$ cat src/rtl/nearest_centroid.sv
// rtl/nearest_centroid.sv - k-means assignment stage: scans K centroids and returns the nearest index/distance.
// Distances compare as unsigned magnitudes with the sign bit masked, so -0.0 ties +0.0 and NaN/inf sort last.
`timescale 1ns/1ps
module nearest_centroid #(
  parameter int MAX_K = 16,
  parameter int IDX_W = 4
) (
  input  logic             clk,
  input  logic             reset,
  input  logic             io_in_valid,
  output logic             io_in_ready,
  input  logic [63:0]      io_px,
  input  logic [63:0]      io_py,
  input  logic [IDX_W:0]   io_num_centroids,
  output logic             io_cent_en,
  output logic [IDX_W-1:0] io_cent_addr,
  input  logic [63:0]      io_cent_x,
  input  logic [63:0]      io_cent_y,
  output logic [63:0]      io_dist_p1x,
  output logic [63:0]      io_dist_p1y,
  output logic [63:0]      io_dist_p2x,
  output logic [63:0]      io_dist_p2y,
  input  logic [63:0]      io_dist,
  output logic             io_out_valid,
  input  logic             io_out_ready,
  output logic [IDX_W-1:0] io_out_idx,
  output logic [63:0]      io_out_dist
);

  typedef enum logic [1:0] {IDLE, SCAN, DRAIN, DONE} state_t;

  state_t             state, state_next;
  logic [63:0]        px_q, py_q;
  logic [IDX_W-1:0]   k_last, k_last_in;
  logic [IDX_W-1:0]   rd_idx;
  logic               cmp_valid;
  logic [IDX_W-1:0]   cmp_idx;
  logic               have_best;
  logic [IDX_W-1:0]   best_idx;
  logic [63:0]        best_dist;
  logic [IDX_W:0]     k_sat;
  logic               accept;
  logic               take_new;

  always_comb begin
    k_sat = io_num_centroids;
    if (io_num_centroids == '0)
      k_sat = (IDX_W+1)'(1);
    else if (io_num_centroids > (IDX_W+1)'(MAX_K))
      k_sat = (IDX_W+1)'(MAX_K);
  end

  assign k_last_in = IDX_W'(k_sat - (IDX_W+1)'(1));

  always_ff @(posedge clk or posedge reset) begin
    if (reset) state <= IDLE;
    else       state <= state_next;
  end

  always_comb begin
    state_next   = state;
    io_in_ready  = 1'b0;
    io_cent_en   = 1'b0;
    io_cent_addr = '0;
    io_out_valid = 1'b0;
    accept       = 1'b0;
    case (state)
      IDLE: begin
        io_in_ready = 1'b1;
        if (io_in_valid) begin
          accept     = 1'b1;
          state_next = SCAN;
        end
      end
      SCAN: begin
        io_cent_en   = 1'b1;
        io_cent_addr = rd_idx;
        if (rd_idx == k_last) state_next = DRAIN;
      end
      DRAIN: state_next = DONE;
      DONE: begin
        io_out_valid = 1'b1;
        if (io_out_ready) state_next = IDLE;
      end
      default: state_next = IDLE;
    endcase
  end

  // Sign bit is excluded from the magnitude compare; the first sample always loads.
  assign take_new = cmp_valid && (!have_best || (io_dist[62:0] < best_dist[62:0]));

  always_ff @(posedge clk or posedge reset) begin
    if (reset) begin
      px_q      <= '0;
      py_q      <= '0;
      k_last    <= '0;
      rd_idx    <= '0;
      cmp_valid <= 1'b0;
      cmp_idx   <= '0;
      have_best <= 1'b0;
      best_idx  <= '0;
      best_dist <= '0;
    end else begin
      cmp_valid <= (state == SCAN);
      cmp_idx   <= rd_idx;
      if (accept) begin
        px_q      <= io_px;
        py_q      <= io_py;
        k_last    <= k_last_in;
        rd_idx    <= '0;
        have_best <= 1'b0;
      end else if (state == SCAN) begin
        rd_idx <= rd_idx + 1'b1;
      end
      if (take_new) begin
        best_dist <= io_dist;
        best_idx  <= cmp_idx;
        have_best <= 1'b1;
      end
    end
  end

  assign io_dist_p1x = px_q;
  assign io_dist_p1y = py_q;
  assign io_dist_p2x = io_cent_x;
  assign io_dist_p2y = io_cent_y;
  assign io_out_idx  = best_idx;
  assign io_out_dist = best_dist;

endmodule

$ cat config.mk
export PLATFORM = sky130hd
export DESIGN_NAME = nearest_centroid
export DESIGN_NICKNAME = d
export VERILOG_FILES = /design/src/rtl/nearest_centroid.sv
export SDC_FILE = /design/constraint.sdc
export NUM_CORES = 1
export LEC_CHECK = 0
export ABC_AREA = 1
export CORE_AREA = 2 2 257 259
export DETAILED_ROUTE_END_ITERATION = 6
export DIE_AREA = 0 0 259 261
export DONT_BUFFER_PORTS = 1
export MAX_ROUTING_LAYER = met4
export PLACE_DENSITY = 0.37
export SETUP_SLACK_MARGIN = 0.3
export SYNTH_ARGS = -nofsm -noshare
export SYNTH_HDL_FRONTEND = slang
export SYNTH_SLANG_ARGS = --single-unit
$ cat constraint.sdc
create_clock -name clk -period 7.1 [get_ports clk]
set_input_delay 1.42 -clock clk [delete_from_list [all_inputs] [get_ports clk]]
set_output_delay 1.42 -clock clk [all_outputs]
set_load 0.005 [all_outputs]
== Word level (Yosys, flattened, before mapping) ==
Cells that the tools add are included.

* Multiply operators: 0
* $lt $le $gt $ge: 2
* Divide/modulo/power cells: 0
* Equality and inequality tests: 7
* Reduce and logical (&&, ||, !) cells: 8
* $add $sub $neg: 2
* Shifts and indexed selects: 0
* Multiplexer cells: 16
* Bitwise logic cells: 0

{| class="wikitable"
|+ Operators with widths
! operator !! number
|-
| $lt 63x63->1 || 1
|-
| $mux 4 || 5
|-
| $pmux 2 s4 || 1
|-
| $mux 1 || 7
|-
| $mux 2 || 3
|-
| $ne 2x2->1 const B || 3
|-
| $gt 5x5->1 const B || 1
|-
| $logic_not 5->1 || 1
|-
| $add 4x1->4 const B || 1
|-
| $eq 2x2->1 const B || 2
|-
| $eq 4x4->1 || 1
|-
| $reduce_bool 2->1 || 2
|-
| $sub 4x1->4 const B || 1
|-
| $reduce_and 3->1 || 1
|-
| $eq 2x1->1 const B || 1
|-
| $logic_not 2->1 || 1
|-
| $logic_and 1x1->1 || 1
|-
| $logic_not 1->1 || 1
|-
| $logic_or 1x1->1 || 1
|}

* Output and inout bits: 331
* Flip-flop bits (word level): 212
* Bits in read-only memories: 0
* Input port bits: 329
* Memories kept: 0
* Word-level logic and storage cells: 45
* Bits in writable memories: 0
* Latch bits: 0

== Longest topological paths before layout ==
Gate-level depths: netlist (run 1).

* Depth after elaboration: 4
* Mapped depth: 20
* Mapped depth without buffers: 18

== Worst setup path after synthesis (run 1) ==
No wires, ideal clock.

* Kind: input to register
* From: input io_dist[30]
* To: register best_dist[38] (netlist: io_out_dist[38])
* Arrival: 2845 ps
* Library setup time: 117 ps
* Path buffers: 2
* Data required time: 6983 ps
* Stages: 14
* Setup slack: 4138 ps
* Cells stage by stage: ha_1 -> nand2_1 -> nor2_1 -> nor3b_2 -> and2b_1 -> nand2_1 -> nand2_1 -> nand2_1 -> nand2_1 -> nand2_2 -> buf_4 -> buf_6 -> nand3_1 -> nand2_1

* Cells in the longest elaborated chain, start to end: 3

{| class="wikitable"
|+ Ends and longest elaborated chain
! what !! line !! RTL
|-
| from (decl) || 23 || <nowiki>input logic [63:0] io_dist,</nowiki>
|-
| $lt 63x63->1 || 90 || <nowiki>assign take_new = cmp_valid && (!have_best || (io_dist[62:0] < best_dist[62:0]));</nowiki>
|-
| $logic_or 1x1->1 || 90 ||
|-
| $logic_and 1x1->1 || 90 ||
|-
| to (signal assigned) || 116 || <nowiki>best_dist <= io_dist;</nowiki>
|-
| to (decl) || 40 || <nowiki>logic [63:0] best_dist;</nowiki>
|}

Every way passes these cells.
A chain may end at the register's enable or synchronous reset.

== Final worst setup path (run 1) ==
* From: register state[1]
* To: output io_cent_addr[3]

* Cells in the longest elaborated chain, start to end: 2

{| class="wikitable"
|+ Ends and longest elaborated chain
! what !! line !! RTL
|-
| from (decl) || 32 || <nowiki>state_t state, state_next;</nowiki>
|-
| from (signal assigned) || 57 || <nowiki>else state <= state_next;</nowiki>
|-
| $eq 2x1->1 || 67 || <nowiki>case (state)</nowiki>
|-
| $mux 4 || 67 ||
|-
| to (decl) || 16 || <nowiki>output logic [IDX_W-1:0] io_cent_addr,</nowiki>
|}

Every way passes these cells.

==> results of run 1 <==
==> final timing paths <==
check                           slack [ns]      startpoint  cells after the start              end
worst max-delay path                  3.69        state[1]                      4  io_cent_addr[3]
worst min-delay path                  0.48      cmp_idx[3]                      2    io_out_idx[3]
worst max register to register        4.15  io_out_dist[6]                     16  io_out_dist[54]
worst min register to register        0.48      cmp_idx[3]                      2    io_out_idx[3]
max in group asynchronous             5.23           reset                      2  io_out_dist[20]
min in group asynchronous             0.74           reset                      1         state[1]
==> per-layer routing <==
metal	track usage [%]	vias up	wire, um	part of all wire (%)
met5	-	-	0	0
met4	3.10	0	841	2.5
li1	-	3684	-	-
met3	6.66	39	5410	16
met1	10.7	3531	13000	38
met2	15.1	422	15000	44
==> power by group through the flow <==
stage                     clock [mW]  sequential, mW  combinational [mW]
after floorplan                    0            2.17                1.38
after global placement             0            2.41                1.67
after detailed placement           0            2.39                1.72
after CTS                       1.45            2.39                1.71
after global routing            1.50            2.46                1.98
final                           1.38            2.37                1.65
==> stage by stage <==
| step | hold slack, ns | setup slack (ns) |
|---|---|---|
| after floorplan | 0.411 | 2.92 |
| after global placement | 0.479 | 3.03 |
| after detailed placement | 0.480 | 3.08 |
| after CTS | 0.487 | 3.49 |
| after global routing | 0.510 | 3.43 |
| final | 0.478 | 3.69 |
==> flip-flops by register name (all words and copies together) (netlist names) <==
signal,cells
k_last,4
rd_idx,4
state,2
io_out_dist,64
io_out_idx,4
io_dist_p1x,64
io_dist_p1y,64
cmp_idx,4
cmp_valid,1
have_best,1
==> layout by cell type, fill, tap and decap left out, types with 3 or more instances in the layout <==
cell type / instances
o21ai_0: 10
inv_1: 91
buf_4: 7
xor2_1: 5
clkbuf_16: 27
clkinv_4: 3
dfrtp_1: 211
nand4_1: 4
clkinvlp_4: 5
nor2_1: 21
nand3_1: 71
a21oi_1: 27
o21a_1: 3
clkinv_2: 5
ha_1: 68
clkbuf_8: 5
nand2_1: 616
==> cells by family (layout without fill, tap and decap cells) <==
family	count (synthesis)	in the layout	synth area share, %
simple gates	723	723	26.2
buf+inv	274	151	14.3
flops	212	212	48.8
fa+ha+maj	68	68	7.83
compound gates	48	48	2.45
xor+xnor	5	5	0.403
other cells	0	2	0
==> cells in the mapped netlist <==
master / number
xor2_1: 5
nand2_2: 2
clkinv_1: 1
o311ai_0: 1
inv_2: 1
nand4_1: 4
o21a_1: 3
buf_2: 6
inv_1: 92
clkbuf_1: 33
nor2_1: 21
buf_6: 3
o21ai_0: 10
and2_1: 2
nand2_4: 1
nor3b_2: 1
buf_1: 8
buf_4: 129
ha_1: 68
or2_2: 1
nor3_1: 2
o41ai_1: 1
nand2_1: 617
buf_12: 1
a31oi_1: 2
o21bai_1: 1
o22ai_1: 1
dfrtp_1: 212
nand3_1: 71
and2b_1: 1
a21oi_1: 27
a21o_1: 2
==> worst min-delay path, stage by stage, from the launching register on <==
cell and delay [ns]:
dfrtp_1 0.32, nand3_1 0.07, nand2_1 0.06
==> cell type report <==
cell class | count | area, um2 | area share, %
Antenna cell | 2 | 5.00 | 0.0427
Tap cell | 864 | 1080 | 9.22
Inverter | 94 | 359 | 3.06
Clock buffer | 34 | 752 | 6.42
Timing Repair Buffer | 8 | 72.6 | 0.619
Clock inverter | 15 | 129 | 1.10
Multi-Input combinational cell | 844 | 4020 | 34.3
Sequential cell | 212 | 5310 | 45.3
==> report_table.html, run 1 <==
<table>
<tr><th>Metric</th><th>Value</th></tr>
<tr><th colspan="2">Outcome</th></tr>
<tr><td>Result of the run</td><td>complete, no violations</td></tr>
<tr><th colspan="2">Synth</th></tr>
<tr><td>Average footprint of a synthesized cell</td><td>8.18 um2</td></tr>
<tr><td>Gate Count Post-Synth</td><td>~1.3k</td></tr>
<tr><td>Top cells by area, synth</td><td>dfrtp_1 49%, nand2_1 21%, buf_4 8.9%</td></tr>
<tr><td>Cell type with the largest total area after synthesis</td><td>dfrtp_1</td></tr>
<tr><td>Synthesis-stage register bit count</td><td>212</td></tr>
<tr><td>Share of the yosys chip area belonging to registers</td><td>48.8%</td></tr>
<tr><td>Number of distinct library cell variants in the gate-level netlist after synthesis</td><td>32</td></tr>
<tr><td>Summed instance area of the synthesized netlist</td><td>between 10,000 and 15,000 um2</td></tr>
<tr><td>Area fraction of the dominant cell type after synthesis</td><td>48.8%</td></tr>
<tr><td>Number of warning messages in the yosys log</td><td>0</td></tr>
<tr><td>Net Count, Synth</td><td>about 1.7k</td></tr>
<tr><th colspan="2">GRT</th></tr>
<tr><td>Wire length of the first global-routing pass</td><td>50,500 um</td></tr>
<tr><td>Global-route usage over all layers</td><td>10.1%</td></tr>
<tr><td>Maximum number of pins on one net before global-route repair</td><td>123</td></tr>
<tr><td>Antenna violations before repair</td><td>2</td></tr>
<tr><td>Congestion Overflow GR</td><td>0</td></tr>
<tr><td>Via count of the first global-routing pass</td><td>8,208</td></tr>
<tr><th colspan="2">Power and ir drop</th></tr>
<tr><td>Portion of total power attributed to sequential cells</td><td>43.8%</td></tr>
<tr><td>Switching pwr</td><td>~2.3 mW</td></tr>
<tr><td>Static leakage</td><td>6.10 nW</td></tr>
<tr><td>Combinational cell fraction of total power</td><td>30.6%</td></tr>
<tr><td>Fraction of power consumed by the clock network</td><td>25.5%</td></tr>
<tr><td>Total power density per cell area</td><td>460 nW/um2</td></tr>
<tr><td>Switching share of power</td><td>42.0%</td></tr>
<tr><td>Internal power</td><td>3.13 mW</td></tr>
<tr><td>Overall power consumption</td><td>about 5.4 mW</td></tr>
<tr><td>Max rail drop VDD</td><td>0.171 mV</td></tr>
<tr><th colspan="2">Worst setup path</th></tr>
<tr><td>Kind of cell adding the most delay to the critical path</td><td>adder cells</td></tr>
<tr><td>Setup crit end kind</td><td>primary output</td></tr>
<tr><td>Data arrival at the endpoint of the critical path</td><td>1.99 ns</td></tr>
<tr><td>Data required time at the worst endpoint</td><td>5.68 ns</td></tr>
<tr><td>Cell-by-cell trace of the critical path</td><td>inv_1 &gt; ha_1 &gt; nand2_1 &gt; inv_1</td></tr>
<tr><td>Critical path start-end classification</td><td>flip-flop to primary output</td></tr>
<tr><td>Sum of buffers and inverters on the critical path</td><td>2</td></tr>
<tr><td>Crit-path slowest cell</td><td>ha_1</td></tr>
<tr><td>Largest driver fanout on the critical path</td><td>11</td></tr>
<tr><td>Slowest cell delay on critical path</td><td>~0.59 ns</td></tr>
<tr><td>Most used cell, CP</td><td>inv_1</td></tr>
<tr><td>Startpoint type of the worst setup path</td><td>flip-flop</td></tr>
<tr><th colspan="2">STA</th></tr>
<tr><td>Worst slew margin relative to its limit</td><td>28.9%</td></tr>
<tr><td>Slew @ Worst Pin</td><td>1.05 ns</td></tr>
<tr><td>Setup Viol. Count Final</td><td>0</td></tr>
<tr><td>Hold violation total from the final report</td><td>0</td></tr>
<tr><td>Pins over their slew limit</td><td>0</td></tr>
<tr><td>Share of the clock period used by the worst path</td><td>48.0%</td></tr>
<tr><td>Final Skew</td><td>approximately 0.017 ns</td></tr>
<tr><td>Total negative setup slack</td><td>0 ns</td></tr>
<tr><td>Achievable Freq</td><td>0.293 GHz</td></tr>
<tr><td>Setup repair after global routing missed its margin</td><td>no</td></tr>
<tr><td>Period minus WS final</td><td>3.41 ns</td></tr>
<tr><th colspan="2">Clock network</th></tr>
<tr><td>TritonCTS Sinks</td><td>212</td></tr>
<tr><td>Resized cells post-CTS</td><td>0</td></tr>
<tr><td>Total number of H-tree levels</td><td>1</td></tr>
<tr><td>TritonCTS clock tree</td><td>yes</td></tr>
<tr><td>Skew-Pair Late Insertion Delay</td><td>0.57 ns</td></tr>
<tr><td>Clock transition at the register clock pins on the worst setup and hold paths after CTS</td><td>about 0.060 ns</td></tr>
<tr><td>CTS Root Cell</td><td>clkbuf_16</td></tr>
<tr><td>Number of setup buffers added after CTS</td><td>0</td></tr>
<tr><td># hold bufs at CTS</td><td>0</td></tr>
<tr><td>Total clock buffers created by CTS</td><td>27</td></tr>
<tr><td>Clock Path Buffers</td><td>3</td></tr>
<tr><th colspan="2">Finish</th></tr>
<tr><td>Fraction of the core area covered by cells at the end of the flow</td><td>18.0%</td></tr>
<tr><td>Layout-stage area growth over the synthesis result</td><td>7.80%</td></tr>
<tr><td>Layout fillers</td><td>7,259</td></tr>
<tr><td>Filler-free cell count of the finished design</td><td>2,073</td></tr>
<tr><td>Fraction of layout instances using a drive strength above 1</td><td>5.39%</td></tr>
<tr><td>Net total in the final layout</td><td>approximately 1.6k</td></tr>
<tr><td>Final Cell Area</td><td>11,700 um2</td></tr>
<tr><th colspan="2">Placed design</th></tr>
<tr><td>Count of port buffers added during placement</td><td>0</td></tr>
<tr><td>Placed wire-length estimate</td><td>24,500 um</td></tr>
<tr><td>Final GP Congestion</td><td>0.803</td></tr>
<tr><td>Total placed cells including tap cells</td><td>between 2k and 2.5k</td></tr>
<tr><td>Post-Place Cell Area</td><td>10,800 um2</td></tr>
<tr><th colspan="2">Die</th></tr>
<tr><td>I/O pin count</td><td>between 600 and 700</td></tr>
<tr><td>Chip Width</td><td>259 um</td></tr>
<tr><td>Initial core utilization</td><td>about 17%</td></tr>
<tr><td>Number of placement rows</td><td>94</td></tr>
<tr><td>Height of the die</td><td>261 um</td></tr>
<tr><td>Core box area</td><td>~65,000 um2</td></tr>
<tr><td>Area of the die</td><td>67,600 um2</td></tr>
<tr><th colspan="2">Run</th></tr>
<tr><td>Max_cap viols</td><td>0</td></tr>
<tr><th colspan="2">Routing</th></tr>
<tr><td>Number of detailed-route iterations in the first pass</td><td>6</td></tr>
<tr><td>Count of vias placed by the detailed router</td><td>7,676</td></tr>
<tr><td>DR vias/cell</td><td>3.70</td></tr>
<tr><td>Post-DR wirelength/cell</td><td>16.5 um</td></tr>
<tr><td>Starting DRC count in detailed routing</td><td>367</td></tr>
<tr><td>Total Routed Length</td><td>34,300 um</td></tr>
<tr><td>Drc violations</td><td>0</td></tr>
<tr><td>Antenna Violating Nets Remaining</td><td>0</td></tr>
<tr><th colspan="2">Worst hold path</th></tr>
<tr><td>HP Class</td><td>flip-flop to flip-flop</td></tr>
</table>
Note: power is estimated with default switching activity, not from simulation.
==> inputs of run 2 (changes only) <==
==> constraint.sdc (replaced) <==
create_clock -name clk -period 3 [get_ports clk]
set_input_delay 0.6 -clock clk [delete_from_list [all_inputs] [get_ports clk]]
set_output_delay 0.6 -clock clk [all_outputs]
set_load 0.005 [all_outputs]
==> report_table.html, run 2 (synthesis results as in run 1) <==
<table>
<tr><th>Metric</th><th>Value</th></tr>
<tr><th colspan="2">Outcome</th></tr>
<tr><td>Result of the run</td><td>complete, no violations (unchanged)</td></tr>
<tr><th colspan="2">STA</th></tr>
<tr><td>Worst slew margin relative to its limit</td><td>55.2% (was 28.9%)</td></tr>
<tr><td>Achievable Freq</td><td>about 0.4 GHz</td></tr>
<tr><td>Final setup margin</td><td>0.540 ns (was 3.69 ns)</td></tr>
<tr><td>Period minus WS final</td><td>between 2 and 2.5 ns</td></tr>
<tr><td>Share of the clock period used by the worst path</td><td>between 80 and 90%</td></tr>
<tr><td>Final hold slack</td><td>0.138 ns (was 0.478 ns)</td></tr>
<tr><td>Final Skew</td><td>0.0179 ns (was 0.0174 ns)</td></tr>
<tr><td>Hold violation total from the final report</td><td>0 (unchanged)</td></tr>
<tr><td>Setup repair after global routing missed its margin</td><td>no (unchanged)</td></tr>
<tr><td>Pins over their slew limit</td><td>0 (unchanged)</td></tr>
<tr><td>Total negative setup slack</td><td>0 ns (unchanged)</td></tr>
<tr><td>Slew @ Worst Pin</td><td>0.672 ns (was 1.05 ns)</td></tr>
<tr><td>Setup Viol. Count Final</td><td>0 (unchanged)</td></tr>
<tr><th colspan="2">Routing</th></tr>
<tr><td>Number of detailed-route iterations in the first pass</td><td>4 (was 6)</td></tr>
<tr><td>Starting DRC count in detailed routing</td><td>346 (was 367)</td></tr>
<tr><td>DR vias/cell</td><td>3.73 (was 3.70)</td></tr>
<tr><td>Total Routed Length</td><td>34,500 um (was 34,300 um)</td></tr>
<tr><td>Antenna Violating Nets Remaining</td><td>0 (unchanged)</td></tr>
<tr><td>Post-DR wirelength/cell</td><td>16.5 um (about the same)</td></tr>
<tr><td>Count of vias placed by the detailed router</td><td>7,821 (was 7,676)</td></tr>
<tr><td>Drc violations</td><td>0 (unchanged)</td></tr>
<tr><th colspan="2">Finish</th></tr>
<tr><td>Multi-input gate area</td><td>4030 um2 (was 4020 um2)</td></tr>
<tr><td>Layout fillers</td><td>7,255 (was 7,259)</td></tr>
<tr><td>ANT cells</td><td>0 (was 2)</td></tr>
<tr><td>Layout-stage area growth over the synthesis result</td><td>11.6% (was 7.80%)</td></tr>
<tr><td>Final Cell Area</td><td>12,100 um2 (was 11,700 um2)</td></tr>
<tr><td>Net total in the final layout</td><td>1,606 (was 1,584)</td></tr>
<tr><td>Area of all sequential standard cells</td><td>5310 um2 (unchanged)</td></tr>
<tr><td>Commonest non-fill, non-tap cell in the layout</td><td>nand2_1 (unchanged)</td></tr>
<tr><td>Fraction of layout instances using a drive strength above 1</td><td>7.07% (was 5.39%)</td></tr>
<tr><td>Commonest non-fill, non-tap cells in the layout</td><td>615 x nand2_1, 211 x dfrtp_1, 91 x inv_1 (was 616 x nand2_1, 211 x dfrtp_1, 91 x inv_1)</td></tr>
<tr><th colspan="2">Worst setup path</th></tr>
<tr><td>Number of cells traversed by the worst register-to-register path</td><td>15 (was 16)</td></tr>
<tr><td>Sum of buffers and inverters on the critical path</td><td>2 (unchanged)</td></tr>
<tr><td>Crit-path slowest cell</td><td>dfrtp_1 (was ha_1)</td></tr>
<tr><td>Startpoint type of the worst setup path</td><td>flip-flop (unchanged)</td></tr>
<tr><td>Data required time at the worst endpoint</td><td>3.49 ns (was 5.68 ns)</td></tr>
<tr><td>Setup crit end kind</td><td>flip-flop (was primary output)</td></tr>
<tr><td>Flop-to-flop setup slack</td><td>0.54 ns (was 4.15 ns)</td></tr>
<tr><td>Worst reg2reg path startpoint</td><td>io_out_dist[30] (was io_out_dist[6])</td></tr>
<tr><td>Slowest cell delay on critical path</td><td>0.38 ns (was 0.59 ns)</td></tr>
<tr><td>Data arrival at the endpoint of the critical path</td><td>2.95 ns (was 1.99 ns)</td></tr>
<tr><td>Most used cell, CP</td><td>nand2_1 (was inv_1)</td></tr>
<tr><td>Largest driver fanout on the critical path</td><td>32 (was 11)</td></tr>
<tr><td>Critical path start-end classification</td><td>flip-flop to flip-flop (was flip-flop to primary output)</td></tr>
<tr><td>Reg-to-Reg End</td><td>io_out_dist[29] (was io_out_dist[54])</td></tr>
<tr><td>Cell-by-cell trace of the critical path</td><td>inv_1 &gt; ha_1 &gt; nand2_1 &gt; nor2_1 &gt; nor3b_4 &gt; and2b_1 &gt; nand2_1 &gt; nand2_1 &gt; nand2_1 &gt; nand2_1 &gt; nand2_4 &gt; nand2_4 &gt; buf_12 &gt; nand2_1 &gt; nand2_1 (was inv_1 &gt; ha_1 &gt; nand2_1 &gt; inv_1)</td></tr>
<tr><td>Kind of cell adding the most delay to the critical path</td><td>simple AND/OR/NAND/NOR gates (was adder cells)</td></tr>
<tr><th colspan="2">GRT</th></tr>
<tr><td>Maximum number of pins on one net before global-route repair</td><td>139 (was 123)</td></tr>
<tr><td>Global-route usage over all layers</td><td>9.85% (was 10.1%)</td></tr>
<tr><td>Congestion Overflow GR</td><td>0 (unchanged)</td></tr>
<tr><td>Via count of the first global-routing pass</td><td>8,048 (was 8,208)</td></tr>
<tr><td>Antenna violations before repair</td><td>0 (was 2)</td></tr>
<tr><td>Wire length of the first global-routing pass</td><td>49,700 um (was 50,500 um)</td></tr>
<tr><th colspan="2">Clock network</th></tr>
<tr><td>Total clock buffers created by CTS</td><td>28 (was 27)</td></tr>
<tr><td>TritonCTS clock tree</td><td>yes (unchanged)</td></tr>
<tr><td>TritonCTS Sinks</td><td>212 (unchanged)</td></tr>
<tr><td>CTS Root Cell</td><td>clkbuf_16 (unchanged)</td></tr>
<tr><td>Total number of H-tree levels</td><td>1 (unchanged)</td></tr>
<tr><td>Skew-Pair Late Insertion Delay</td><td>0.57 ns (about the same)</td></tr>
<tr><td>Clock Path Buffers</td><td>3 (unchanged)</td></tr>
<tr><td>Clock transition at the register clock pins on the worst setup and hold paths after CTS</td><td>0.06 ns (about the same)</td></tr>
<tr><th colspan="2">Worst hold path</th></tr>
<tr><td>End point of the worst hold path</td><td>io_dist_p1x[50] (was io_out_idx[3])</td></tr>
<tr><td>Depth of the worst hold-timing path</td><td>2 (unchanged)</td></tr>
<tr><td>Hold path start</td><td>io_px[50] (was cmp_idx[3])</td></tr>
<tr><td>HP Class</td><td>input pin to flip-flop (was flip-flop to flip-flop)</td></tr>
<tr><th colspan="2">Power and ir drop</th></tr>
<tr><td>Total power density per cell area</td><td>1100 nW/um2 (was 460 nW/um2)</td></tr>
<tr><td>Static leakage</td><td>6.33 nW (was 6.10 nW)</td></tr>
<tr><td>Max rail drop VDD</td><td>0.428 mV (was 0.171 mV)</td></tr>
<tr><td>Overall power consumption</td><td>13.4 mW (was 5.40 mW)</td></tr>
<tr><th colspan="2">Die</th></tr>
<tr><td>Core box area</td><td>65,000 um2 (unchanged)</td></tr>
<tr><td>Initial core utilization</td><td>16.7% (unchanged)</td></tr>
<tr><td>I/O pin count</td><td>660 (unchanged)</td></tr>
<tr><td>Chip Width</td><td>259 um (unchanged)</td></tr>
<tr><td>Height of the die</td><td>261 um (unchanged)</td></tr>
<tr><td>Area of the die</td><td>67,600 um2 (unchanged)</td></tr>
<tr><td>Number of placement rows</td><td>94 (unchanged)</td></tr>
<tr><th colspan="2">Run</th></tr>
<tr><td>Max_cap viols</td><td>0 (unchanged)</td></tr>
<tr><th colspan="2">Placed design</th></tr>
<tr><td>Final GP Congestion</td><td>0.815 (was 0.803)</td></tr>
<tr><td>Count of port buffers added during placement</td><td>0 (unchanged)</td></tr>
<tr><td>Placed wire-length estimate</td><td>25,200 um (was 24,500 um)</td></tr>
<tr><td>Post-Place Cell Area</td><td>11,100 um2 (was 10,800 um2)</td></tr>
<tr><td>Setup slack after placement</td><td>0.182 ns (was 3.08 ns)</td></tr>
</table>
## run 2: worst max path at each step
stage / cells after the start / to / startpoint
floorplan: 1 / cmp_idx[0] / reset
detailed placement: 15 / io_out_dist[18] / io_dist[6]
global route: 15 / io_out_dist[36] / io_out_dist[30]
finish: 15 / io_out_dist[29] / io_out_dist[30]
CTS: 16 / io_out_dist[29] / io_out_dist[6]
global placement: 15 / io_out_dist[14] / io_dist[6]
## run 2: area by class of cell
| cell class | instances | area share, % |
|---|---|---|
| clock inverter | 12 | 1.20 |
| inverter | 94 | 2.96 |
| clock buffer | 39 | 6.79 |
| sequential | 212 | 43.7 |
| timing repair buffer | 29 | 3.17 |
| tap | 864 | 8.91 |
| multi-input combinational | 844 | 33.2 |
## run 2: layer usage
layer / share of wire [%] / vias up / global-route usage [%]
met3: 15 / 52 / 6.12
met4: 2.2 / 0 / 2.71
met5: 0 / - / -
met2: 44 / 425 / 14.6
met1: 38 / 3616 / 11.0
li1: - / 3728 / -
## run 2: worst reg2reg max path, cell delays in order, from the launching register on
cell and delay [ns]:
dfrtp_1 0.38, inv_1 0.06, ha_1 0.28, nand2_1 0.07, nor2_1 0.19, nor3b_4 0.27
and2b_1 0.15, nand2_1 0.05, nand2_1 0.17, nand2_1 0.07, nand2_1 0.10, nand2_4 0.12
nand2_4 0.12, buf_12 0.20, nand2_1 0.09, nand2_1 0.06
## run 2: report_power, final
group	total (mW)	switching, mW	internal (mW)
sequential	5.65	1.42	4.23
combinational	4.18	2.63	1.55
clock	3.52	1.37	2.16
## run 2: repair_timing
action / in CTS / in global routing
endpoints found under the setup margin: 0 / 70
hold buffers: 1 / 0
setup buffers: 0 / 1
endpoints found under the hold margin: 17 / 0
gates resized for setup: 0 / 5
## run 2: stage by stage
stage          std cells  util [%]
2_1_floorplan       1330         -
3_3_place_gp        2039      17.0
3_5_place_dp        2039      17.0
4_1_cts             2091      18.5
5_1_grt             2094      18.7
6_report            2094      18.7
==> inputs of run 3 (changes only) <==
--- a/config.mk
+++ b/config.mk
@@ -11,7 +11,7 @@
 export DIE_AREA = 0 0 259 261
 export DONT_BUFFER_PORTS = 1
 export MAX_ROUTING_LAYER = met4
-export PLACE_DENSITY = 0.37
+export PLACE_DENSITY = 0.36
 export SETUP_SLACK_MARGIN = 0.3
 export SYNTH_ARGS = -nofsm -noshare
 export SYNTH_HDL_FRONTEND = slang
==> constraint.sdc (replaced) <==
create_clock -name clk -period 2.48 [get_ports clk]
set_input_delay 0.496 -clock clk [delete_from_list [all_inputs] [get_ports clk]]
set_output_delay 0.496 -clock clk [all_outputs]
set_load 0.005 [all_outputs]
==> report_table.html, run 3 (synthesis results as in run 1) <==
<table>
<tr><th>Metric</th><th>Value</th></tr>
<tr><th colspan="2">Finish</th></tr>
<tr><td>Filler-free cell count of the finished design</td><td>2,176 (was 2,094)</td></tr>
<tr><td>Layout-stage area growth over the synthesis result</td><td>26.4% (was 11.6%)</td></tr>
<tr><td>ANT cells</td><td>0 (unchanged)</td></tr>
<tr><td>Commonest non-fill, non-tap cells in the layout</td><td>577 x nand2_1, 203 x dfrtp_1, 81 x inv_1 (was 615 x nand2_1, 211 x dfrtp_1, 91 x inv_1)</td></tr>
<tr><td>Fraction of layout instances using a drive strength above 1</td><td>17.1% (was 7.07%)</td></tr>
<tr><td>Net total in the final layout</td><td>1,690 (was 1,606)</td></tr>
<tr><td>Commonest non-fill, non-tap cell in the layout</td><td>nand2_1 (unchanged)</td></tr>
<tr><td>Fraction of the core area covered by cells at the end of the flow</td><td>21.1% (was 18.7%)</td></tr>
<tr><td>Layout fillers</td><td>7,151 (was 7,255)</td></tr>
<tr><th colspan="2">Power and ir drop</th></tr>
<tr><td>Static leakage</td><td>6.88 nW (was 6.33 nW)</td></tr>
<tr><td>Internal power</td><td>10.7 mW (was 7.93 mW)</td></tr>
<tr><td>Fraction of power consumed by the clock network</td><td>23.9% (was 26.4%)</td></tr>
<tr><td>Max rail drop VDD</td><td>0.595 mV (was 0.428 mV)</td></tr>
<tr><td>Total power density per cell area</td><td>1310 nW/um2 (was 1100 nW/um2)</td></tr>
<tr><td>Combinational cell fraction of total power</td><td>37.6% (was 31.3%)</td></tr>
<tr><td>Portion of total power attributed to sequential cells</td><td>38.5% (was 42.3%)</td></tr>
<tr><td>Switching share of power</td><td>40.4% (was 40.6%)</td></tr>
<tr><td>Switching pwr</td><td>7.26 mW (was 5.42 mW)</td></tr>
<tr><th colspan="2">Die</th></tr>
<tr><td>Height of the die</td><td>261 um (unchanged)</td></tr>
<tr><td>Core box area</td><td>65,000 um2 (unchanged)</td></tr>
<tr><td>Initial core utilization</td><td>16.7% (unchanged)</td></tr>
<tr><td>I/O pin count</td><td>660 (unchanged)</td></tr>
<tr><td>Chip Width</td><td>259 um (unchanged)</td></tr>
<tr><td>Number of placement rows</td><td>94 (unchanged)</td></tr>
<tr><td>Area of the die</td><td>67,600 um2 (unchanged)</td></tr>
<tr><th colspan="2">Worst setup path</th></tr>
<tr><td>Worst reg2reg path startpoint</td><td>io_out_dist[49] (was io_out_dist[30])</td></tr>
<tr><td>Number of cells traversed by the worst register-to-register path</td><td>16 (was 15)</td></tr>
<tr><td>Largest driver fanout on the critical path</td><td>13 (was 32)</td></tr>
<tr><td>Reg-to-Reg End</td><td>io_out_dist[9] (was io_out_dist[29])</td></tr>
<tr><td>Setup crit end kind</td><td>flip-flop (unchanged)</td></tr>
<tr><td>Flop-to-flop setup slack</td><td>0.22 ns (was 0.54 ns)</td></tr>
<tr><td>Data arrival at the endpoint of the critical path</td><td>2.71 ns (was 2.95 ns)</td></tr>
<tr><td>Worst setup path start</td><td>io_out_dist[49] (was io_out_dist[30])</td></tr>
<tr><td>Critical path start-end classification</td><td>flip-flop to flip-flop (unchanged)</td></tr>
<tr><td>Startpoint type of the worst setup path</td><td>flip-flop (unchanged)</td></tr>
<tr><td>Data required time at the worst endpoint</td><td>2.93 ns (was 3.49 ns)</td></tr>
<tr><th colspan="2">Outcome</th></tr>
<tr><td>Result of the run</td><td>complete, no violations (unchanged)</td></tr>
<tr><th colspan="2">STA</th></tr>
<tr><td>Share of the clock period used by the worst path</td><td>90.9% (was 82.0%)</td></tr>
<tr><td>Total negative setup slack</td><td>0 ns (unchanged)</td></tr>
<tr><td>Worst slew margin relative to its limit</td><td>52.4% (was 55.2%)</td></tr>
<tr><td>Pins over their slew limit</td><td>0 (unchanged)</td></tr>
<tr><td>Final setup margin</td><td>0.225 ns (was 0.540 ns)</td></tr>
<tr><td>Final Skew</td><td>0.00979 ns (was 0.0179 ns)</td></tr>
<tr><td>Hold violation total from the final report</td><td>0 (unchanged)</td></tr>
<tr><td>Period minus WS final</td><td>2.26 ns (was 2.46 ns)</td></tr>
<tr><td>Setup repair after global routing missed its margin</td><td>yes (was no)</td></tr>
<tr><td>Slew @ Worst Pin</td><td>0.714 ns (was 0.672 ns)</td></tr>
<tr><td>Final hold slack</td><td>0.0470 ns (was 0.138 ns)</td></tr>
<tr><td>Achievable Freq</td><td>0.443 GHz (was 0.407 GHz)</td></tr>
<tr><td>Setup Viol. Count Final</td><td>0 (unchanged)</td></tr>
<tr><th colspan="2">Routing</th></tr>
<tr><td>Drc violations</td><td>0 (unchanged)</td></tr>
<tr><td>Met2 WL post-DR</td><td>17,200 um (was 15,200 um)</td></tr>
<tr><td>Number of detailed-route iterations in the first pass</td><td>4 (unchanged)</td></tr>
<tr><td>Antenna Violating Nets Remaining</td><td>0 (unchanged)</td></tr>
<tr><td>Top layer reached by signal wires</td><td>met4 (unchanged)</td></tr>
<tr><td>Count of vias placed by the detailed router</td><td>8,259 (was 7,821)</td></tr>
<tr><td>DR vias/cell</td><td>3.80 (was 3.73)</td></tr>
<tr><td>Starting DRC count in detailed routing</td><td>332 (was 346)</td></tr>
<tr><td>Routed metal-1 wirelength</td><td>14,200 um (was 13,200 um)</td></tr>
<tr><td>Post-DR wirelength/cell</td><td>17.0 um (was 16.5 um)</td></tr>
<tr><td>Met3 Routed Length</td><td>4920 um (was 5300 um)</td></tr>
<tr><td>Total Routed Length</td><td>36,900 um (was 34,500 um)</td></tr>
<tr><th colspan="2">GRT</th></tr>
<tr><td>Congestion Overflow GR</td><td>0 (unchanged)</td></tr>
<tr><td>Via count of the first global-routing pass</td><td>8,250 (was 8,048)</td></tr>
<tr><td>Wire length of the first global-routing pass</td><td>52,300 um (was 49,700 um)</td></tr>
<tr><td>Global-route usage over all layers</td><td>10.4% (was 9.85%)</td></tr>
<tr><td>Antenna violations before repair</td><td>0 (unchanged)</td></tr>
<tr><td>Maximum number of pins on one net before global-route repair</td><td>85 (was 139)</td></tr>
<tr><th colspan="2">Worst hold path</th></tr>
<tr><td>HP Class</td><td>input pin to flip-flop (unchanged)</td></tr>
<tr><td>Depth of the worst hold-timing path</td><td>2 (unchanged)</td></tr>
<tr><td>End point of the worst hold path</td><td>io_dist_p1y[5] (was io_dist_p1x[50])</td></tr>
<tr><td>Hold path start</td><td>io_py[5] (was io_px[50])</td></tr>
<tr><th colspan="2">Placed design</th></tr>
<tr><td>Count of port buffers added during placement</td><td>0 (unchanged)</td></tr>
<tr><td>Total placed cells including tap cells</td><td>2,051 (was 2,039)</td></tr>
<tr><td>Placed wire-length estimate</td><td>25,300 um (was 25,200 um)</td></tr>
<tr><td>Final GP Congestion</td><td>0.768 (was 0.815)</td></tr>
<tr><td>Setup slack after placement</td><td>0.0463 ns (was 0.182 ns)</td></tr>
<tr><th colspan="2">Clock network</th></tr>
<tr><td>Total clock buffers created by CTS</td><td>28 (unchanged)</td></tr>
<tr><td>Clock Path Buffers</td><td>3 (unchanged)</td></tr>
<tr><td>TritonCTS Sinks</td><td>212 (unchanged)</td></tr>
<tr><td>Skew-Pair Late Insertion Delay</td><td>0.56 ns (was 0.57 ns)</td></tr>
<tr><td>CTS Root Cell</td><td>clkbuf_16 (unchanged)</td></tr>
<tr><td>Total number of H-tree levels</td><td>1 (unchanged)</td></tr>
<tr><td>Clock transition at the register clock pins on the worst setup and hold paths after CTS</td><td>0.06 ns (about the same)</td></tr>
<tr><td>TritonCTS clock tree</td><td>yes (unchanged)</td></tr>
<tr><th colspan="2">Run</th></tr>
<tr><td>Max_cap viols</td><td>0 (unchanged)</td></tr>
</table>
[run 3: critical path: stages (launching register included)]
cell and delay (ns):
dfrtp_1 0.43, inv_1 0.07, ha_1 0.27, nand2_1 0.08
nor2_1 0.05, and2_4 0.16, nand2_4 0.08, nor2_1 0.04
nand2_1 0.07, nand2_1 0.05, nor2_2 0.13, nand2_2 0.08
nand2_4 0.12, nand2_8 0.15, clkbuf_16 0.25, nand2_1 0.06
nand2_1 0.05
[run 3: area by class of cell]
class	count	area (um2)	share of cell area [%]
well taps	864	1080	7.86
clock buffers	34	795	5.78
multi-input cells	844	4560	33.1
repair buffers	113	1460	10.6
clock inverters	15	184	1.34
inverters	94	359	2.61
flip-flops and latches	212	5320	38.7
[run 3: power groups by stage]
| stage | combinational [mW] | sequential (mW) | clock, mW |
|---|---|---|---|
| after global routing | 7.73 | 7.16 | 4.65 |
| after detailed placement | 5.18 | 6.89 | 0 |
| after CTS | 6.06 | 6.90 | 4.49 |
| after floorplan | 3.96 | 6.20 | 0 |
| final | 6.76 | 6.91 | 4.29 |
| after global placement | 5.03 | 6.96 | 0 |
[run 3: through the flow]
step           total power, mW  instance area (um2)
6_report                  18.0                13700
5_1_grt                   19.5                13700
4_1_cts                   17.5                13100
3_5_place_dp              12.1                11200
3_3_place_gp              12.0                11200
2_1_floorplan             10.2                10900
[run 3: per-layer routing]
| metal | global-route usage, % | up-vias |
|---|---|---|
| met5 | - | - |
| met4 | 2.41 | 0 |
| met3 | 5.87 | 43 |
| met2 | 16.0 | 441 |
| met1 | 11.7 | 3878 |
| li1 | - | 3897 |
[run 3: timing repair]
action,CTS,global route
hold buffers,57,0
pin swaps,8,17
gates cloned,7,6
setup buffers,2,4
hold endpoints to repair,66,0
setup endpoints to repair,73,72
resized for setup,43,100
[run 3: how the worst max path moves through the flow]
stage	to	slack (ns)	cells after the start
3_3_place_gp	io_out_dist[14]	0.04	15
5_1_grt	io_out_dist[38]	0.06	18
4_1_cts	io_out_dist[13]	0.19	17
6_report	io_out_dist[9]	0.22	16
3_5_place_dp	io_out_dist[56]	0.05	15
2_1_floorplan	cmp_idx[0]	-0.77	1
